--- src/rtl/addsub_entry_ctrl.sv ---
// Operand/opcode entry controller for a 4-bit add/sub stage.
// Two debounced push-buttons step a five-state FSM that captures A, B and
// the operation from the switches, samples the downstream sum for one cycle,
// and reports result, overflow and a one-cycle done pulse.
module addsub_entry_ctrl #(
    parameter int DB_CYCLES = 16
) (
    input  logic       clk,
    input  logic       rst_n,
    input  logic [3:0] sw,
    input  logic       btn_enter,
    input  logic       btn_clr,
    input  logic [3:0] sum_in,
    output logic [3:0] a_out,
    output logic [3:0] b_out,
    output logic       sub_out,
    output logic [3:0] result,
    output logic       ovf,
    output logic       done,
    output logic [2:0] state_led
);

    localparam int CW = (DB_CYCLES > 1) ? $clog2(DB_CYCLES + 1) : 1;
    localparam logic [CW-1:0] DB_MAX = CW'(DB_CYCLES - 1);

    typedef enum logic [2:0] {
        GET_A  = 3'd0,
        GET_B  = 3'd1,
        GET_OP = 3'd2,
        CALC   = 3'd3,
        SHOW   = 3'd4
    } state_t;

    // Index 0 = enter button, index 1 = clear button.
    logic [1:0]    r_s1;
    logic [1:0]    r_s2;
    logic [1:0]    r_lvl;
    logic [1:0]    r_lvl_q;
    logic [CW-1:0] r_cnt [2];

    logic          w_ent_evt;
    logic          w_clr_evt;
    logic          w_ovf;

    state_t        r_state;
    logic [3:0]    r_a;
    logic [3:0]    r_b;
    logic          r_sub;
    logic [3:0]    r_result;
    logic          r_ovf;
    logic          r_done;

    // Synchronize both buttons and accept a new level after DB_CYCLES
    // consecutive samples that differ from the currently accepted level.
    always_ff @(posedge clk or negedge rst_n) begin
        if (!rst_n) begin
            r_s1    <= '0;
            r_s2    <= '0;
            r_lvl   <= '0;
            r_lvl_q <= '0;
            for (int unsigned i = 0; i < 2; i++) begin
                r_cnt[i] <= '0;
            end
        end else begin
            r_s1    <= {btn_clr, btn_enter};
            r_s2    <= r_s1;
            r_lvl_q <= r_lvl;
            for (int unsigned i = 0; i < 2; i++) begin
                if (r_s2[i] != r_lvl[i]) begin
                    if (r_cnt[i] == DB_MAX) begin
                        r_lvl[i] <= r_s2[i];
                        r_cnt[i] <= '0;
                    end else begin
                        r_cnt[i] <= r_cnt[i] + CW'(1);
                    end
                end else begin
                    r_cnt[i] <= '0;
                end
            end
        end
    end

    assign w_ent_evt = r_lvl[0] & ~r_lvl_q[0];
    assign w_clr_evt = r_lvl[1] & ~r_lvl_q[1];

    // Signed overflow of the returned sum, judged against the latched operands.
    always_comb begin
        w_ovf = 1'b0;
        if (r_sub) begin
            w_ovf = (r_a[3] != r_b[3]) && (sum_in[3] != r_a[3]);
        end else begin
            w_ovf = (r_a[3] == r_b[3]) && (sum_in[3] != r_a[3]);
        end
    end

    // Entry sequencer; clear outranks enter in every state, CALC is one cycle.
    always_ff @(posedge clk or negedge rst_n) begin
        if (!rst_n) begin
            r_state  <= GET_A;
            r_a      <= '0;
            r_b      <= '0;
            r_sub    <= 1'b0;
            r_result <= '0;
            r_ovf    <= 1'b0;
            r_done   <= 1'b0;
        end else begin
            r_done <= 1'b0;
            if (w_clr_evt) begin
                r_state  <= GET_A;
                r_a      <= '0;
                r_b      <= '0;
                r_sub    <= 1'b0;
                r_result <= '0;
                r_ovf    <= 1'b0;
            end else begin
                case (r_state)
                    GET_A: begin
                        if (w_ent_evt) begin
                            r_a     <= sw;
                            r_state <= GET_B;
                        end
                    end
                    GET_B: begin
                        if (w_ent_evt) begin
                            r_b     <= sw;
                            r_state <= GET_OP;
                        end
                    end
                    GET_OP: begin
                        if (w_ent_evt) begin
                            r_sub   <= sw[0];
                            r_state <= CALC;
                        end
                    end
                    CALC: begin
                        r_result <= sum_in;
                        r_ovf    <= w_ovf;
                        r_done   <= 1'b1;
                        r_state  <= SHOW;
                    end
                    SHOW: begin
                        if (w_ent_evt) begin
                            r_state <= GET_A;
                        end
                    end
                    default: r_state <= GET_A;
                endcase
            end
        end
    end

    assign a_out     = r_a;
    assign b_out     = r_b;
    assign sub_out   = r_sub;
    assign result    = r_result;
    assign ovf       = r_ovf;
    assign done      = r_done;
    assign state_led = r_state;

endmodule

--- config.mk ---
export PLATFORM = sky130hd
export DESIGN_NAME = addsub_entry_ctrl
export DESIGN_NICKNAME = d
export VERILOG_FILES = /design/src/rtl/addsub_entry_ctrl.sv
export SDC_FILE = /design/constraint.sdc
export NUM_CORES = 1
export LEC_CHECK = 0
export ABC_CLOCK_PERIOD_IN_PS = 2900
export BUFFER_PORTS_ARGS = -buffer_cell sky130_fd_sc_hd__buf_2
export CAP_MARGIN = 20
export CORE_AREA = 2 2 81 83
export CTS_CLUSTER_SIZE = 25
export DETAILED_ROUTE_END_ITERATION = 10
export DIE_AREA = 0 0 83 85
export SETUP_SLACK_MARGIN = 0.2
export SYNTH_ARGS = -nofsm -noshare
export SYNTH_HDL_FRONTEND = slang
export SYNTH_SLANG_ARGS = --single-unit
--- constraint.sdc ---
create_clock -name clk -period 2.9 [get_ports clk]
set_clock_uncertainty 0.15 [all_clocks]
set_input_delay 0.87 -clock clk [delete_from_list [all_inputs] [get_ports clk]]
set_output_delay 0.87 -clock clk [all_outputs]
set_load 0.005 [all_outputs]
## Yosys cells after proc, flatten, opt, wreduce, memory -nomap -nowiden

Index checks and enable logic that the tools add are counted.

- Register bits: 36
- Bits of input ports: 12
- Output and inout port bits: 18
- Logic and storage cells: 74

- Add/sub/neg operators: 2
- Eq/ne operators: 15
- Mux-type cells: 25
- Bitwise operators: 4
- Reductions and logical operators: 14

Operators with widths:

| operator | number |
|---|---|
| 4-bit two-way mux | 7 |
| 5-bit two-way mux | 4 |
| 3-bit two-way mux | 5 |
| 3-bit case mux with 5 select lines | 1 |
| 3-bit != test (second input constant) | 4 |
| 5-bit by 1-bit adder with 5-bit output (second input constant) | 2 |
| 5-bit by 4-bit equality test with 1-bit output (second input constant) | 2 |
| 2-bit AND reduction | 5 |
| 2-bit nonzero test | 5 |
| 1-bit two-way mux | 8 |
| 3-bit by 2-bit equality test with 1-bit output (second input constant) | 2 |
| 1-bit != test | 4 |
| 4-bit AND reduction | 1 |
| 3-bit by 1-bit equality test with 1-bit output (second input constant) | 1 |
| 3-bit equality test (second input constant) | 1 |
| 3-bit logical NOT | 1 |
| 1-bit bitwise AND | 2 |
| 1-bit logical AND | 2 |
| 1-bit NOT | 2 |
| 1-bit equality test | 1 |

## Longest topological paths before layout

- Depth in word-level cells: 5
- Mapped depth: 5
- Depth with buffers taken out: 4

## Worst setup path after synthesis

No wires, ideal clock.

- Path kind: register to register
- Start point: register r_state[2] (netlist: state_led[2])
- End point: register r_b[0] (netlist: b_out[0])
- Setup time: 0.134 ns
- Arrival: 1.208 ns
- Required time: 2.616 ns
- Path slack: 1.408 ns
- Stages on the path, launching flop included: 6
- Path buffers: 2
- Period minus slack after synthesis: 1.492 ns
- Cell sequence: dfrtp_1 buf_6 or3_1 buf_2 o21ai_0 a21oi_1

- Word-level cells in the longest chain between the ends: 3

RTL lines:

| element | line | source |
|---|---|---|
| start: declaration | 45 | `state_t r_state;` |
| start signal: assignment | 99 | `r_state <= GET_A;` |
| start signal: assignment | 109 | `r_state <= GET_A;` |
| start signal: assignment | 120 | `r_state <= GET_B;` |
| 3-bit by 1-bit equality test with 1-bit output | 116 | `case (r_state)` |
| 2-bit nonzero test (no source line) | - |  |
| 2-bit AND reduction (no source line) | - |  |
| end signal: assignment | 125 | `r_b <= sw;` |
| end: declaration | 47 | `logic [3:0] r_b;` |

Every way passes these cells.
A chain may end at the register's enable or synchronous reset.

## Worst setup path in the final report

- Start point: register r_state[0] (netlist: state_led[0])
- End point: output port state_led[0]

RTL lines:

| element | line | source |
|---|---|---|
| end: declaration | 20 | `output logic [2:0] state_led` |

No word-level cell between the ends.

==> impl_metrics.csv <==
group,metric,value,unit
placed_design,hpwl,2.15,mm
sta,fin_ws,0.836,ns
worst_setup_path,critPathLaunchType,"flop",
pwr,max-vdd-ir-drop,0.207,mV
route,post-route-drc-count,0,
cts,cts_resized,0,
pwr,pwr-share-comb,0.049,
layout,final_core_util,0.292,
worst_setup_path,crit_required,1.88,ns
cts,cts_hold_buf,0,
worst_setup_path,cp_num_buf_inv,1,
route,num_vias,1073,
worst_setup_path,critPathSlowestCell,"dfrtp_1",
die,start_util,0.241,
die,rows,29,
global_route,overflow,0,
route,vias_per_cell,4.36,
cts,path_clk_slew,0.07,ns
synthesis,syn_avg_cell_area,10.8,sq um
route,routed_wl,3.03,mm
layout,drive_above_1_share,0.237,
die,die_w,83,microns
sta,setup_viol,0,
worst_setup_path,crit_arrival,1.04,ns
worst_setup_path,crit_fanout,14,
die,die_height,85,microns
cts,cts_sinks,36,
sta,relSlewSlack,0.454,
global_route,grt_max_degree,37,
synthesis,synth_seq_cells,36,
sta,clock.fmax,0.485,GHz
cts,clk_root_buffer_cell,"clkbuf_8",
worst_setup_path,critPathCaptureType,"output pin",
sta,hold_slack,0.200,ns
worst_setup_path,cp_top_family,"flip-flops",
sta,slew_violations,0,
sta,rsz0062_at_grt,"no",
synthesis,postSynthNetCount,152,
cts,clk_path_buf_depth,2,
pwr,switching_power,0.216,mW
pwr,p_sw_frac,0.214,
synthesis,synth_cells,138,
cts,cts_setup_buffers,0,
global_route,antenna_found_initial,0,
hold_path,hp-class,"flop to flop",
placed_design,gp_congestion,0.737,
pwr,seqPwrFrac,0.523,
sta,post-route-min-period,2.06,ns
synthesis,synth_warnings,0,
hold_path,min_path_cells,0,
layout,synthToLayoutAreaGrowth,21.3,%
die,die-area,7060,sq um
cts,htree_levels,2,
sta,hold_viol_final,0,
cts,cts_tree,"yes",
pwr,leakage,0.827,nW
global_route,track_usage,0.0963,
placed_design,io_buffers,29,
global_route,grt_pass1_vias,1140,
worst_setup_path,slowest_delay,0.57,ns
die,core,6200,sq um
sta,period_share,0.712,
layout,fin_nets,182,
worst_setup_path,cp.depth,1,
sta,tightestPinTransition,0.819,ns
cts,insertion_delay,0.29,ns
pwr,p_int,0.795,mW
cts,numCtsBuffers,5,
synthesis,seq_area_frac_synth,0.603,
worst_setup_path,critPathKind,"flop to output pin",
global_route,grt_pass1_wl,5.33,mm
pwr,clkPwrFrac,0.428,
synthesis,ys_types,30,
worst_setup_path,rr_worst_depth,3,
worst_setup_path,path_cells,"buf_2",
layout,fillCellCount,656,
route,drtIter0Drc,28,
placed_design,place_ws,1.14,ns
run,drv_cap,0,
layout,finalInstanceArea,1810,sq um
sta,fin_tns_setup,0,ns
die,io_pins,30,
route,drt-pass1-iter-count,4,
route,ant_nets,0,
placed_design,dpl_cell_area,1710,sq um
pwr,powerDensity,557,nW/um^2
layout,antenna_cells,0,
status,outcome,"finished, final reports clean",
route,post_drt_wl_per_cell,12.3,microns
synthesis,synthesis.area,1500,sq um
## metrics by stage
stage          std cells  power [mW]
4_1_cts              246        1.03
3_3_place_gp         238       0.589
6_report             246        1.01
2_1_floorplan        138       0.559
3_5_place_dp         238       0.591
5_1_grt              246        1.06
## routing by layer
layer | track usage | wire length [microns] | vias up
li1 | - | - | 529
met1 | 0.114 | 1330 | 515
met2 | 0.155 | 1450 | 22
met3 | 0.0350 | 176 | 7
met4 | 0.0492 | 72 | 0
met5 | 0 | 0 | -
## cell families after synthesis
logic type,Yosys count,synth area share
and+or+nand+nor,52,0.181
DFF,36,0.603
AOI/OAI and AO/OA,28,0.104
buffers and inverters,10,0.0335
xor gates and xnor gates,7,0.0410
muxes,3,0.0218
adders and majority gates,2,0.0167
## synthesized netlist by cell type
library cell	instances	area [sq um]
nand2b_1	2	12.5
nand4_1	4	25.0
inv_1	3	11.3
nor2_1	12	45.0
and3_1	2	12.5
nand3_1	9	45.0
clkbuf_1	2	7.51
o41ai_1	1	8.76
buf_6	1	11.3
o21ai_0	10	50.1
nor3_2	1	10.0
nand3b_1	1	7.51
dfrtp_1	36	901
a211oi_1	1	7.51
buf_2	4	20.0
nor2b_1	6	37.5
ha_1	2	25.0
mux2_2	2	22.5
nor3_1	1	5.00
nand2_1	9	33.8
a2bb2oi_1	1	8.76
nand4b_1	1	8.76
o32a_1	1	10.0
or3_1	1	6.26
and2_1	2	12.5
mux2i_1	1	10.0
xnor2_1	1	8.76
a21oi_1	14	70.1
xor2_1	6	52.6
and3b_1	1	8.76
## state kept, by name (all words and copies together), names as in the netlist
signal     count
a_out          4
b_out          4
done           1
ovf            1
r_cnt         10
r_lvl          2
r_lvl_q        2
r_s1           2
r_s2           2
result         4
state_led      3
sub_out        1
## cell type report
class	count	area [sq um]	share of cell area
flip-flops and latches	36	901	0.497
multi-input cells	92	544	0.300
repair buffers	30	153	0.0842
well taps	77	96.3	0.0531
clock buffers	6	72.6	0.0400
clock inverters	2	35.0	0.0193
inverters	3	11.3	0.00621
## power by group through the flow
stage | Sequential [mW] | Clock [mW] | Combinational (mW)
global route | 0.531 | 0.475 | 0.0594
CTS | 0.529 | 0.449 | 0.0522
floorplan | 0.537 | 0 | 0.0220
finish | 0.529 | 0.432 | 0.0498
global placement | 0.538 | 0 | 0.0503
detailed placement | 0.538 | 0 | 0.0523
## cell usage in the layout, fill, tap and decap left out, drive strengths merged, types with 2 or more instances in the layout
cell type,count
a21oi,14
and2,2
and3,2
buf,30
clkbuf,6
dfrtp,36
ha,2
inv,3
mux2,2
nand2,9
nand2b,2
nand3,9
nand4,4
nor2,12
nor2b,6
nor3,2
o21ai,10
xor2,6
## final timing paths
| check | start | endpoint | slack, ns |
|---|---|---|---|
| max | state_led[0]$_DFFE_PN0P_ | state_led[0] | 0.84 |
| min | r_s1[1]$_DFF_PN0_ | r_s2[1]$_DFF_PN0_ | 0.20 |
| max reg2reg | state_led[1]$_DFFE_PN0P_ | b_out[2]$_DFFE_PN0P_ | 1.35 |
| min reg2reg | r_s1[1]$_DFF_PN0_ | r_s2[1]$_DFF_PN0_ | 0.20 |
| max in group asynchronous | rst_n | r_s2[0]$_DFF_PN0_ | 1.56 |
| min in group asynchronous | rst_n | r_cnt[7]$_DFF_PN0_ | 0.52 |
No activity file was read; power rests on OpenSTA's default activity.
